### src/rtl/operand_fetch_if.sv
// Bundle of the operand_fetch handshake, GRF read and writeback signals.
// The slave modport is the stage's view; master is the surrounding core.
interface operand_fetch_if;
    logic        in_valid;
    logic        in_ready;
    logic [4:0]  in_rs;
    logic [4:0]  in_rt;
    logic [4:0]  in_rd;
    logic [31:0] in_pc;
    logic [4:0]  A1;
    logic [4:0]  A2;
    logic [31:0] RD1;
    logic [31:0] RD2;
    logic        wb_we;
    logic [4:0]  wb_a3;
    logic [31:0] wb_wd;
    logic        flush;
    logic        out_valid;
    logic        out_ready;
    logic [31:0] out_pc;
    logic [31:0] out_rs_val;
    logic [31:0] out_rt_val;
    logic [4:0]  out_rd;
    logic        sb_err;

    modport slave (
        input  in_valid, in_rs, in_rt, in_rd, in_pc, RD1, RD2,
        input  wb_we, wb_a3, wb_wd, flush, out_ready,
        output in_ready, A1, A2, out_valid, out_pc, out_rs_val, out_rt_val, out_rd, sb_err
    );

    modport master (
        output in_valid, in_rs, in_rt, in_rd, in_pc, RD1, RD2,
        output wb_we, wb_a3, wb_wd, flush, out_ready,
        input  in_ready, A1, A2, out_valid, out_pc, out_rs_val, out_rt_val, out_rd, sb_err
    );
endinterface

### src/rtl/operand_fetch.sv
// Decode-to-execute operand stage with a per-register pending-writeback scoreboard.
// Define OPERAND_FWD_EN to compile in the same-cycle writeback bypass.
module operand_fetch #(
    parameter int PEND_W = 2
) (
    input  logic            clk,
    input  logic            reset,
    operand_fetch_if.slave  bus
);

    localparam logic [PEND_W-1:0] CNT_MAX  = {PEND_W{1'b1}};
    localparam logic [PEND_W-1:0] CNT_ONE  = PEND_W'(1);
    localparam logic [PEND_W-1:0] CNT_ZERO = {PEND_W{1'b0}};

    logic [PEND_W-1:0] cnt_r [1:31];
    logic              out_valid_r;
    logic [31:0]       out_pc_r;
    logic [31:0]       out_rs_val_r;
    logic [31:0]       out_rt_val_r;
    logic [4:0]        out_rd_r;
    logic              sb_err_r;

    logic              fwd_rs_s;
    logic              fwd_rt_s;
    logic              stall_s;
    logic              in_ready_s;
    logic              accept_s;
    logic              sb_hit_s;
    logic [31:0]       rs_val_s;
    logic [31:0]       rt_val_s;

    // Register 0 has no scoreboard entry and always reads as idle.
    function automatic logic [PEND_W-1:0] cnt_at(input logic [4:0] idx);
        if (idx == 5'd0) begin
            return CNT_ZERO;
        end else begin
            return cnt_r[idx];
        end
    endfunction

    // Net of one increment and up to two decrements, floored at zero.
    function automatic logic [PEND_W-1:0] cnt_next(input logic [PEND_W-1:0] c,
                                                   input logic inc, input logic dwb,
                                                   input logic dfl);
        logic [PEND_W:0] up_s;
        logic [PEND_W:0] dn_s;
        logic [PEND_W:0] diff_s;
        up_s   = {1'b0, c} + {{PEND_W{1'b0}}, inc};
        dn_s   = {{PEND_W{1'b0}}, dwb} + {{PEND_W{1'b0}}, dfl};
        diff_s = up_s - dn_s;
        if (up_s > dn_s) begin
            return diff_s[PEND_W-1:0];
        end else begin
            return CNT_ZERO;
        end
    endfunction

    // Hazard detection, operand selection and the input handshake.
    always_comb begin
        fwd_rs_s = 1'b0;
        fwd_rt_s = 1'b0;
`ifdef OPERAND_FWD_EN
        fwd_rs_s = bus.wb_we && (bus.wb_a3 == bus.in_rs) && (cnt_at(bus.in_rs) == CNT_ONE);
        fwd_rt_s = bus.wb_we && (bus.wb_a3 == bus.in_rt) && (cnt_at(bus.in_rt) == CNT_ONE);
`else
        fwd_rs_s = 1'b0;
        fwd_rt_s = 1'b0;
`endif
        stall_s = 1'b0;
        if ((cnt_at(bus.in_rs) != CNT_ZERO) && !fwd_rs_s) begin
            stall_s = 1'b1;
        end else if ((cnt_at(bus.in_rt) != CNT_ZERO) && !fwd_rt_s) begin
            stall_s = 1'b1;
        end else if (bus.in_rd != 5'd0 && cnt_at(bus.in_rd) == CNT_MAX) begin
            stall_s = 1'b1;
        end else begin
            stall_s = 1'b0;
        end
        in_ready_s = !bus.flush && (!out_valid_r || bus.out_ready) && !stall_s;
        accept_s   = bus.in_valid && in_ready_s;

        if (bus.in_rs == 5'd0) begin
            rs_val_s = 32'd0;
        end else if (fwd_rs_s) begin
            rs_val_s = bus.wb_wd;
        end else begin
            rs_val_s = bus.RD1;
        end
        if (bus.in_rt == 5'd0) begin
            rt_val_s = 32'd0;
        end else if (fwd_rt_s) begin
            rt_val_s = bus.wb_wd;
        end else begin
            rt_val_s = bus.RD2;
        end

        // A same-edge issue to the register legitimises the writeback.
        sb_hit_s = bus.wb_we && (bus.wb_a3 != 5'd0) && (cnt_at(bus.wb_a3) == CNT_ZERO)
                   && !(accept_s && bus.in_rd == bus.wb_a3);
    end

    // Scoreboard counters and the sticky scoreboard error flag.
    always_ff @(posedge clk or negedge reset) begin
        if (!reset) begin
            for (int r = 1; r < 32; r++) begin
                cnt_r[r] <= CNT_ZERO;
            end
            sb_err_r <= 1'b0;
        end else begin
            for (int r = 1; r < 32; r++) begin
                cnt_r[r] <= cnt_next(cnt_r[r],
                                     accept_s && (bus.in_rd == 5'(r)),
                                     bus.wb_we && (bus.wb_a3 == 5'(r)),
                                     bus.flush && out_valid_r && (out_rd_r == 5'(r)));
            end
            if (sb_hit_s) begin
                sb_err_r <= 1'b1;
            end else begin
                sb_err_r <= sb_err_r;
            end
        end
    end

    // Execute-side output register; flush wins over consume and never accepts.
    always_ff @(posedge clk or negedge reset) begin
        if (!reset) begin
            out_valid_r  <= 1'b0;
            out_pc_r     <= 32'd0;
            out_rs_val_r <= 32'd0;
            out_rt_val_r <= 32'd0;
            out_rd_r     <= 5'd0;
        end else if (bus.flush) begin
            out_valid_r  <= 1'b0;
        end else if (accept_s) begin
            out_valid_r  <= 1'b1;
            out_pc_r     <= bus.in_pc;
            out_rs_val_r <= rs_val_s;
            out_rt_val_r <= rt_val_s;
            out_rd_r     <= bus.in_rd;
        end else if (bus.out_ready) begin
            out_valid_r  <= 1'b0;
        end else begin
            out_valid_r  <= out_valid_r;
        end
    end

    assign bus.A1         = bus.in_rs;
    assign bus.A2         = bus.in_rt;
    assign bus.in_ready   = in_ready_s;
    assign bus.out_valid  = out_valid_r;
    assign bus.out_pc     = out_pc_r;
    assign bus.out_rs_val = out_rs_val_r;
    assign bus.out_rt_val = out_rt_val_r;
    assign bus.out_rd     = out_rd_r;
    assign bus.sb_err     = sb_err_r;

endmodule

### src/flat_wrapper.sv
// flat-port wrapper written by rule: the top's interface ports become plain ports
module operand_fetch_flat 
#(
    parameter int PEND_W = 2
)
  (clk, reset, bus_in_valid, bus_in_rs, bus_in_rt, bus_in_rd, bus_in_pc, bus_RD1, bus_RD2, bus_wb_we, bus_wb_a3, bus_wb_wd, bus_flush, bus_out_ready, bus_in_ready, bus_A1, bus_A2, bus_out_valid, bus_out_pc, bus_out_rs_val, bus_out_rt_val, bus_out_rd, bus_sb_err);
  operand_fetch_if bus_i ();
  input  logic clk;
  input  logic reset;
  input wire logic [$bits(bus_i.in_valid)-1:0] bus_in_valid;
  input wire logic [$bits(bus_i.in_rs)-1:0] bus_in_rs;
  input wire logic [$bits(bus_i.in_rt)-1:0] bus_in_rt;
  input wire logic [$bits(bus_i.in_rd)-1:0] bus_in_rd;
  input wire logic [$bits(bus_i.in_pc)-1:0] bus_in_pc;
  input wire logic [$bits(bus_i.RD1)-1:0] bus_RD1;
  input wire logic [$bits(bus_i.RD2)-1:0] bus_RD2;
  input wire logic [$bits(bus_i.wb_we)-1:0] bus_wb_we;
  input wire logic [$bits(bus_i.wb_a3)-1:0] bus_wb_a3;
  input wire logic [$bits(bus_i.wb_wd)-1:0] bus_wb_wd;
  input wire logic [$bits(bus_i.flush)-1:0] bus_flush;
  input wire logic [$bits(bus_i.out_ready)-1:0] bus_out_ready;
  output wire logic [$bits(bus_i.in_ready)-1:0] bus_in_ready;
  output wire logic [$bits(bus_i.A1)-1:0] bus_A1;
  output wire logic [$bits(bus_i.A2)-1:0] bus_A2;
  output wire logic [$bits(bus_i.out_valid)-1:0] bus_out_valid;
  output wire logic [$bits(bus_i.out_pc)-1:0] bus_out_pc;
  output wire logic [$bits(bus_i.out_rs_val)-1:0] bus_out_rs_val;
  output wire logic [$bits(bus_i.out_rt_val)-1:0] bus_out_rt_val;
  output wire logic [$bits(bus_i.out_rd)-1:0] bus_out_rd;
  output wire logic [$bits(bus_i.sb_err)-1:0] bus_sb_err;
  assign bus_i.in_valid = bus_in_valid;
  assign bus_i.in_rs = bus_in_rs;
  assign bus_i.in_rt = bus_in_rt;
  assign bus_i.in_rd = bus_in_rd;
  assign bus_i.in_pc = bus_in_pc;
  assign bus_i.RD1 = bus_RD1;
  assign bus_i.RD2 = bus_RD2;
  assign bus_i.wb_we = bus_wb_we;
  assign bus_i.wb_a3 = bus_wb_a3;
  assign bus_i.wb_wd = bus_wb_wd;
  assign bus_i.flush = bus_flush;
  assign bus_i.out_ready = bus_out_ready;
  assign bus_in_ready = bus_i.in_ready;
  assign bus_A1 = bus_i.A1;
  assign bus_A2 = bus_i.A2;
  assign bus_out_valid = bus_i.out_valid;
  assign bus_out_pc = bus_i.out_pc;
  assign bus_out_rs_val = bus_i.out_rs_val;
  assign bus_out_rt_val = bus_i.out_rt_val;
  assign bus_out_rd = bus_i.out_rd;
  assign bus_sb_err = bus_i.sb_err;
  operand_fetch #(.PEND_W(PEND_W)) u_core (.clk(clk), .reset(reset), .bus(bus_i));
endmodule
### config.mk
export PLATFORM = sky130hd
export DESIGN_NAME = operand_fetch_flat
export DESIGN_NICKNAME = d
export VERILOG_FILES = /design/src/rtl/operand_fetch_if.sv /design/src/rtl/operand_fetch.sv /design/src/flat_wrapper.sv
export SDC_FILE = /design/constraint.sdc
export NUM_CORES = 1
export LEC_CHECK = 0
export CORE_UTILIZATION = 52
export CTS_CLUSTER_SIZE = 14
export DETAILED_ROUTE_END_ITERATION = 7
export GPL_TIMING_DRIVEN = 0
export PLACE_DENSITY = 0.88
export SLEW_MARGIN = 10
export SYNTH_ARGS = -nofsm -noshare
export SYNTH_HDL_FRONTEND = slang
export SYNTH_SLANG_ARGS = --single-unit
### constraint.sdc
create_clock -name clk -period 4.2 [get_ports clk]
set_clock_uncertainty 0.1 [all_clocks]
set_input_delay 0.84 -clock clk [delete_from_list [all_inputs] [get_ports clk]]
set_output_delay 0.84 -clock clk [all_outputs]
set_load 0.03 [all_outputs]
# == Word level (Yosys, flattened, before mapping) ==
# Cells that the tools add are included.
# classes
addsub,93
n_lt_le_gt_ge,35
eq_ne,95
muxes,58
bitwise,5
n_reduce_logical,118
# op_table
op,n
5-bit equality test (second input constant),48
5-bit by 4-bit equality test with 1-bit output (second input constant),24
1-bit logical AND,102
2-bit by 1-bit adder with 3-bit output,31
3-bit by 2-bit greater-than comparator with 1-bit output,31
2-bit two-way mux,46
32-bit two-way mux,2
1-bit by 1-bit adder with 2-bit output,31
2-bit subtractor,31
5-bit by 3-bit equality test with 1-bit output (second input constant),12
2-bit binary-select mux with 5-bit select,4
5-bit by 2-bit equality test with 1-bit output (second input constant),6
6-bit greater-or-equal comparator (second input constant),4
5-bit inverter with 6-bit output,4
5-bit logical NOT,4
5-bit by 1-bit equality test with 1-bit output (second input constant),3
5-bit nonzero test,2
1-bit two-way mux,6
5-bit equality test,1
1-bit logical NOT,4
2-bit nonzero test,2
3-bit nonzero test,1
2-bit equality test (second input constant),1
2-bit logical NOT,1
other kinds (3),3
# totals
regBits,165
input_bits,154
output_inout_bits,114
elab_cells,441

# == Logic depth before layout (Yosys ltp) ==
# Gate-level depths: netlist of run 1.
# logic_depth
depth_word,22
depth_mapped,21
depth_no_buf,14

# == Worst setup path after synthesis of run 1 ==
# OpenSTA, ideal clock, no wires.
# synth_timing
kind,input port to flip-flop
start,input port bus_in_rd[0]
end,register u_core.cnt_r[10] (netlist name)
setup_ns,0.077
t_arrival_ns,4.080
required_ns,4.023
slack_ns,-0.058
cell_stages,18
path_cell_list,buf_2 -> buf_6 -> buf_4 -> mux2i_1 -> nor3_1 -> o32ai_1 -> a22oi_1 -> a41oi_1 -> nand4bb_1 -> buf_4 -> buf_6 -> buf_6 -> nor3_1 -> ha_1 -> inv_1 -> fa_1 -> or3_1 -> a21oi_1
# synth_via
elab_chain_cells,19
word_cells_on_any_way,23
cone_classes,add/sub: 2; order compare: 1; eq/ne: 2; mux: 10; bitwise: 1; reduce/logical: 7
# synth_lines
element,line_no,rtl
from (decl),flat_wrapper.sv:13,input wire logic [$bits(bus_i.in_rd)-1:0] bus_in_rd;
5-bit inverter with 6-bit output (not written as such),operand_fetch.sv:37,return cnt_r[idx];
2-bit binary-select mux with 5-bit select,operand_fetch.sv:37,
2-bit two-way mux (not written as such) (2 in series),operand_fetch.sv:37,
2-bit two-way mux,operand_fetch.sv:34,if (idx == 5'd0) begin
2-bit two-way mux,operand_fetch.sv:72,end else if ((cnt_at(bus.in_rt) != CNT_ZERO) && !fwd_rt_s) begin
2-bit two-way mux,operand_fetch.sv:70,if ((cnt_at(bus.in_rs) != CNT_ZERO) && !fwd_rs_s) begin
2-bit equality test,operand_fetch.sv:74,end else if (bus.in_rd != 5'd0 && cnt_at(bus.in_rd) == CNT_MAX) begin
1-bit logical AND,operand_fetch.sv:74,
(+2 left out),-,
1-bit two-way mux,operand_fetch.sv:70,
1-bit logical NOT,operand_fetch.sv:79,in_ready_s = !bus.flush && (!out_valid_r || bus.out_ready) && !stall_s;
1-bit logical AND,operand_fetch.sv:79,
1-bit logical AND,operand_fetch.sv:80,accept_s = bus.in_valid && in_ready_s;
1-bit logical AND *,operand_fetch.sv:112,"accept_s && (bus.in_rd == 5'(r)),"
2-bit by 1-bit adder with 3-bit output *,operand_fetch.sv:48,"up_s = {1'b0, c} + {{PEND_W{1'b0}}, inc};"
3-bit by 2-bit greater-than comparator with 1-bit output / 2-bit subtractor (equally long branches),"operand_fetch.sv:51, operand_fetch.sv:50",
2-bit two-way mux *,operand_fetch.sv:51,if (up_s > dn_s) begin
"to (signal, indexed assignment)",operand_fetch.sv:111,"cnt_r[r] <= cnt_next(cnt_r[r],"
to (decl),operand_fetch.sv:15,logic [PEND_W-1:0] cnt_r [1:31];
# Every way passes the cells marked *; elsewhere a longest branch is shown, timed or not. The select of a mux whose other input is x is not followed.
# A chain may end at the register's enable or synchronous reset.

# == Final worst setup path of run 1 ==
# layout_timing
start,input port bus_in_rd[0]
end,register u_core.cnt_r[32] (netlist name)
# The elaborated chain is that of the path after synthesis.

==> run_results.csv, run 1 <==
group,metric,value,unit
logic_synthesis,asyncSetResetFlopFracSynth,1.000,
critical_path,cp-end-kind,"register",
grt,grt_pass1_wl,59950,um
drt,routed_wl,40320,um
place,place_congestion,0.9930,
clock_tree,cts-buffers-inserted,17,
logic_synthesis,dominantRegCellSynth,"dfrtp_1",
place,port-buffer-count,225,
final_layout,final-instance-count-excl-fill,1799,
final_layout,finalInstanceArea,16110,um2
grt,grt_antenna_before_repair,1,
grt,grt_util_all_layers,0.3312,
grt,grt_start_max_net_pins,101,
clock_tree,tritoncts_num_sinks,165,
place,placed_cells_incl_taps,1733,
critical_path,worst-endpoint-arrival,4.44,ns
logic_synthesis,edff_count_synth,0,
die,die_area,23650,um2
clock_tree,cts-root-buf,"clkbuf_16",
logic_synthesis,ys_warn_count,0,
run_status,status,"complete, no violations",
sta,timing_hold_violations_final,0,
die,die_height,153.8,um
power_and_ir_drop,vdd_ir_drop_max,0.4300,mV
final_layout,area_delta_synth_final,34.51,%
clock_tree,clock_tree.htree_level_count,4,
sta,post-route-worst-setup-slack,0.02830,ns
sta,max_slew.worst_pin.slew,0.8563,ns
drt,drc_errors,0,
logic_synthesis,share_of_the_synthesized_area_in_the_top_cell_type,0.3446,
sta,slew_viol_final,0,
logic_synthesis,synthTopCellsByCount,"inv_1 (177), dfrtp_1 (165), ha_1 (124)",
sta,hold_ws,0.3370,ns
critical_path,path_class,"input port to register",
hold_path,hp-class,"input port to async pin",
sta,timing.setup.tns,0,ns
clock_tree,tritoncts,"yes",
sta,finalCritPeriodShare,0.9933,
logic_synthesis,flip_flop_and_latch_count_after_synthesis,165,
final_layout,num-nets-final,1809,
clock_tree,cts.clk_slew.worst_paths,0.08,ns
power_and_ir_drop,cellLeakagePower,8.052,nW
sta,fin_crit,4.172,ns
critical_path,startpoint_type,"input port",
place,placement.setup.worst_slack,-1.258,ns
die,core_area,22640,um2
clock_tree,clock_insertion_delay_worst_skew,0.45,ns
grt,first_global_vias,11100,
die,start_util,0.5292,
die,num_rows,55,
logic_synthesis,synth.lib_cells_used.distinct,58,
flow_run,number_of_maximum_capacitance_violations,0,
final_layout,final_util,0.7117,
power_and_ir_drop,finalPower,9.002,mW
final_layout,drive_above_1_share,0.1692,
drt,via_per_inst,6.098,
logic_synthesis,synth.cell_area,11980,um2
clock_tree,clockBufferDepth,2,
logic_synthesis,most_frequent_cell_after_synthesis,"inv_1",
die,floorplan.io_pins,268,
grt,grt-ovfl-total,0,
sta,max_transition_margin,0.4291,
logic_synthesis,syn_area_per_cell,9.804,um2
critical_path,path_max_fanout,7,
place,dp.final_hpwl,28230,um
logic_synthesis,synth_seq_area_share,0.3446,
sta,fmax_achieved,239.7,MHz
die,die-width,153.8,um
drt,route.detailed.wl_per_inst,22.41,um
drt,drt_pre_antenna_iters,7,
logic_synthesis,ranking_of_synthesized_cells_by_area,"dfrtp_1 (34%), ha_1 (13%), mux2i_1 (6.7%)",
drt,antenna_left,0,
final_layout,layout.area.seq,4130,um2
drt,drt_iter0_markers,1373,
place,placed_area,14630,um2
drt,routed-via-count,10970,
final_layout,multi_input_comb_area,7203,um2
sta,setup_viol,0,
logic_synthesis,synth_cells,1222,
critical_path,reg2regPathDepth,15,
power_and_ir_drop,power.density_cell_area,558.6,nW/um2
logic_synthesis,syn_nets,1531,
logic_synthesis,synth_top_area_cell,"dfrtp_1",
critical_path,critical_path_required,4.46,ns
final_layout,fillerInstances,1428,
==> power by group <==
part | internal, mW | switching [mW] | total [mW]
Clock | 0.831 | 0.860 | 1.69
Sequential | 2.23 | 0.531 | 2.76
Combinational | 1.95 | 2.60 | 4.55
==> sequential cells by signal, summed over array words and instances (netlist names) <==
register and flops:
u_core.cnt_r 62, u_core.bus.out_pc 32, u_core.bus.out_valid 1, u_core.bus.out_rs_val 32, u_core.bus.out_rd 5, u_core.bus.sb_err 1, u_core.bus.out_rt_val 32
==> cells by family after synthesis <==
logic type / Yosys count / synth area share
adder cells (fa/ha/maj): 155 / 0.1813
AND/OR/NAND/NOR: 381 / 0.1624
AO/OA/AOI/OAI: 114 / 0.05619
multiplexers: 159 / 0.1637
buffers and inverters: 243 / 0.08815
flip-flops: 165 / 0.3446
XOR/XNOR: 5 / 0.003655
==> cell usage in the layout (no fill, tap or decap), types with 7 or more instances in the layout <==
cell type,instances
fa_1,31
buf_4,44
nand3b_1,24
mux2_1,15
buf_6,8
nand3_1,9
nand2_1,84
inv_1,175
mux2i_1,77
a21oi_1,58
nand2b_1,46
nor3_4,14
clkbuf_16,20
nor2_1,99
nor3_1,26
nor3_2,8
ha_1,110
clkdlybuf4s50_1,219
ha_2,14
a21oi_2,7
o21ai_0,14
buf_2,8
or3_1,33
dfrtp_1,164
mux4_2,24
mux2_2,38
clkbuf_1,19
==> what timing repair did <==
item / in CTS / in global routing
buffers inserted: 9 / 22
gates cloned: 1 / 3
hold buffers: 0 / 0
endpoints found under the setup margin: 63 / 54
pin swaps: 9 / 31
resized for setup: 57 / 84
==> worst paths after layout <==
path / slack (ns) / end / startpoint
setup reg to reg: 0.03 / u_core.cnt_r[32]$_DFF_PN0_ / u_core.cnt_r[17]$_DFF_PN0_
min in group clk: 0.40 / u_core.bus.out_pc[11]$_DFFE_PN0P_ / u_core.bus.out_pc[11]$_DFFE_PN0P_
hold reg to reg: 0.40 / u_core.bus.out_pc[11]$_DFFE_PN0P_ / u_core.bus.out_pc[11]$_DFFE_PN0P_
setup / recovery: 0.03 / u_core.cnt_r[32]$_DFF_PN0_ / bus_in_rd[0]
max in group asynchronous: 2.82 / u_core.bus.out_pc[1]$_DFFE_PN0P_ / reset
hold / removal: 0.34 / u_core.bus.out_rs_val[29]$_DFFE_PN0P_ / reset
==> final cells by class <==
| cell class | instances | area share |
|---|---|---|
| buffer | 63 | 0.03028 |
| sequential | 165 | 0.2563 |
| inverter | 178 | 0.04201 |
| multi-input combinational | 814 | 0.4470 |
| antenna | 1 | 0.0001553 |
| timing repair buffer | 261 | 0.1626 |
| clock buffer | 17 | 0.02640 |
| tap | 285 | 0.02213 |
| clock inverter | 15 | 0.01312 |
==> layer usage <==
layer	GRT usage	wire (um)
met1	0.4071	14660
met2	0.5442	19450
met3	0.07638	3717
met4	0.1743	2499
met5	0	0
==> critical path: stages <==
cell       delay, ns
buf_12          0.12
buf_12          0.15
buf_12          0.13
mux2i_1         0.21
o21ai_1         0.09
o32ai_2         0.30
a22oi_2         0.12
a41oi_2         0.29
nand4bb_4       0.17
buf_8           0.18
buf_12          0.15
clkbuf_16       0.17
nor3_4          0.18
ha_2            0.21
inv_1           0.05
fa_1            0.48
or3_1           0.39
a21oi_1         0.19
Note: power is estimated with default switching activity, not from simulation.
==> run 2, diff against run 1 <==
--- a/config.mk
+++ b/config.mk
@@ -5,6 +5,7 @@
 export SDC_FILE = /design/constraint.sdc
 export NUM_CORES = 1
 export LEC_CHECK = 0
+export CORE_ASPECT_RATIO = 1.75
 export CORE_UTILIZATION = 52
 export CTS_CLUSTER_SIZE = 14
 export DETAILED_ROUTE_END_ITERATION = 7
==> constraint.sdc (replaced) <==
create_clock -name clk -period 4.1 [get_ports clk]
set_clock_uncertainty 0.1 [all_clocks]
set_input_delay 0.82 -clock clk [delete_from_list [all_inputs] [get_ports clk]]
set_output_delay 0.82 -clock clk [all_outputs]
set_load 0.03 [all_outputs]
==> run 2 against run 1 <==
  * The run now ends with setup timing left
  * Core utilization shrank 0.057 points
  * Die area grew 0.10%
  * Power grew 1.6%
  * Non-clock buffer count grew 2
  * Setup slack lost 0.13 ns
  * Sequential cell count is the same
==> run_results.csv, run 2 (synthesis gave the netlist of run 1 again) <==
group,metric,value,unit
place,placement.setup.worst_slack,-1.226,ns
grt,global_route.usage.met1,0.3477,
clock_tree,clock_insertion_delay_worst_skew,0.46,ns
hold_path,hp-class,"input port to async pin",
die,floorplan.io_pins,268,
drt,routed-via-count,10550,
place,dp.final_hpwl,28220,um
sta,timing_hold_violations_final,0,
grt,globalRouteMet2Util,0.5824,
critical_path,reg2regPathDepth,14,
die,core_area,22650,um2
sta,slew_viol_final,0,
run_status,violated_checks,"setup timing",
power_and_ir_drop,cellLeakagePower,7.988,nW
power_and_ir_drop,power.density_cell_area,567.7,nW/um2
critical_path,critical_path_required,4.37,ns
critical_path,worst-endpoint-arrival,4.47,ns
critical_path,crit_slowest_cell,"fa_1",
clock_tree,tritoncts,"yes",
critical_path,cp-end-kind,"register",
sta,rsz0062_at_grt,"yes",
final_layout,area_delta_synth_final,34.46,%
die,die-width,116.7,um
critical_path,number_of_buffer_and_inverter_instances_along_the_worst_setup_path,6,
sta,max_slew.worst_pin.slew,0.9512,ns
critical_path,register_to_register_path_setup_slack,-0.08,ns
grt,met3_demand_to_capacity_share_in_global_routing,0.08328,
critical_path,worstPathCellList,"buf_8 > buf_12 > buf_12 > mux2i_1 > o21ai_0 > o32ai_1 > a22oi_2 > a41oi_2 > nand4bb_1 > buf_6 > buf_6 > nor4_1 > ha_1 > inv_1 > fa_1 > or3_1 > a21oi_1",
drt,antenna_left,0,
power_and_ir_drop,vdd_ir_drop_max,0.4764,mV
die,start_util,0.5289,
place,placed_cells_incl_taps,1748,
place,place_congestion,0.9965,
critical_path,worst_path_largest_cell_delay,0.52,ns
clock_tree,cts.clk_slew.worst_paths,0.07,ns
drt,via_per_inst,5.815,
grt,grt_pass1_wl,58900,um
grt,grt_start_max_net_pins,98,
sta,fmax_achieved,238.1,MHz
run_status,status,"complete, but fails checks",
drt,drt_pre_antenna_iters,5,
critical_path,path_max_fanout,10,
die,die_height,202.8,um
grt,grt_util_all_layers,0.3403,
final_layout,largest_register_ffs,62,
critical_path,path_class,"input port to register",
sta,setup_viol,9,
critical_path,crit_family,"compound AO/OA/AOI/OAI gates",
drt,drt_iter0_markers,760,
drt,drc_errors,0,
sta,fin_crit,4.200,ns
final_layout,diodes,0,
final_layout,layout_common_cells,"clkdlybuf4s50_1 (220), inv_1 (172), dfrtp_1 (164)",
drt,routed_wl,39970,um
sta,max_transition_margin,0.3659,
clock_tree,clockBufferDepth,2,
grt,global_route.peak_usage_layer,"met2",
critical_path,startpoint_type,"input port",
final_layout,num-nets-final,1811,
clock_tree,cts-buffers-inserted,17,
drt,route.detailed.wl_per_inst,22.02,um
grt,first_global_vias,11070,
clock_tree,clock_tree.htree_level_count,4,
critical_path,crit-reg2reg-capture,"u_core.cnt_r[28]$_DFF_PN0_",
die,num_rows,73,
final_layout,drive_above_1_share,0.1842,
power_and_ir_drop,finalPower,9.145,mW
flow_run,number_of_maximum_capacitance_violations,0,
final_layout,final-instance-count-excl-fill,1815,
clock_tree,cts-root-buf,"clkbuf_16",
die,die_area,23670,um2
grt,grt-ovfl-total,0,
place,port-buffer-count,225,
final_layout,max_flop_register,"u_core.cnt_r",
final_layout,final_common_cell,"clkdlybuf4s50_1",
clock_tree,tritoncts_num_sinks,165,
critical_path,worst_r2r_startpoint,"u_core.cnt_r[29]$_DFF_PN0_",
grt,grt_antenna_before_repair,1,
sta,post-route-worst-setup-slack,-0.09962,ns
sta,finalCritPeriodShare,1.024,
-- run 2: changes by cell type in the layout (fill, tap and decap cells not counted), moves of 4 or more --
cell and change:
ha_2 +12, ha_1 -12, or3_4 +4, a21oi_1 -8, a21oi_2 +8, or3_1 -4
inv_2 +4, inv_12 -4, clkinv_8 -5
-- run 2: where the power goes --
group | internal, mW | leakage, nW | switching [mW] | total [mW]
Combinational | 1.98 | 5.68 | 2.64 | 4.63
Sequential | 2.28 | 2.01 | 0.543 | 2.83
Clock | 0.933 | 0.290 | 0.759 | 1.69
-- run 2: layout make-up --
type / count / area, um2
well taps: 300 / 375.4
fillers: 1668 / 6543
inverters: 178 / 670.6
plain buffers: 64 / 486.7
repair buffers: 262 / 2580
flip-flops and latches: 165 / 4130
clock buffers: 19 / 442.9
multi-input cells: 814 / 7259
clock inverters: 13 / 163.9
-- run 2: worst max-delay path by stage --
| stage | to | cells past startpoint | from | slack [ns] |
|---|---|---|---|---|
| global route | u_core.cnt_r[22]$_DFF_PN0_ | 15 | u_core.cnt_r[29]$_DFF_PN0_ | -0.17 |
| floorplan | u_core.cnt_r[12]$_DFF_PN0_ | 16 | bus_in_rd[0] | -0.01 |
| CTS | u_core.cnt_r[22]$_DFF_PN0_ | 15 | u_core.cnt_r[28]$_DFF_PN0_ | -0.006 |
| detailed placement | u_core.cnt_r[16]$_DFF_PN0_ | 16 | bus_in_rd[2] | -1.23 |
| global placement | u_core.bus.out_pc[18]$_DFFE_PN0P_ | 1 | reset | -5.06 |
| finish | u_core.cnt_r[28]$_DFF_PN0_ | 17 | bus_in_rd[0] | -0.1 |
-- run 2: layer usage --
layer  share of wire  routed length, um
met1            0.32              12870
met2            0.51              20400
met3           0.083               3326
met4           0.084               3357
met5         0.00040                 16
-- run 2: timing repair --
item	in CTS	in global routing
gates cloned	0	1
hold buffers	0	0
pin swaps	13	36
buffers inserted	20	15
setup endpoints to repair	63	45
gates resized for setup	64	71
-- run 2: through the flow --
stage / utilization / instance area (um2) / hold WS [ns] / TNS (ns)
floorplan: - / 12050 / 0.4244 / -0.06449
global placement: 0.6478 / 14670 / 0.3730 / -888.09
detailed placement: 0.6492 / 14710 / 0.3844 / -59.39
CTS: 0.6930 / 15700 / 0.2292 / -0.006330
global route: 0.7112 / 16110 / 0.2595 / -1.981
finish: 0.7112 / 16110 / 0.2127 / -0.3366
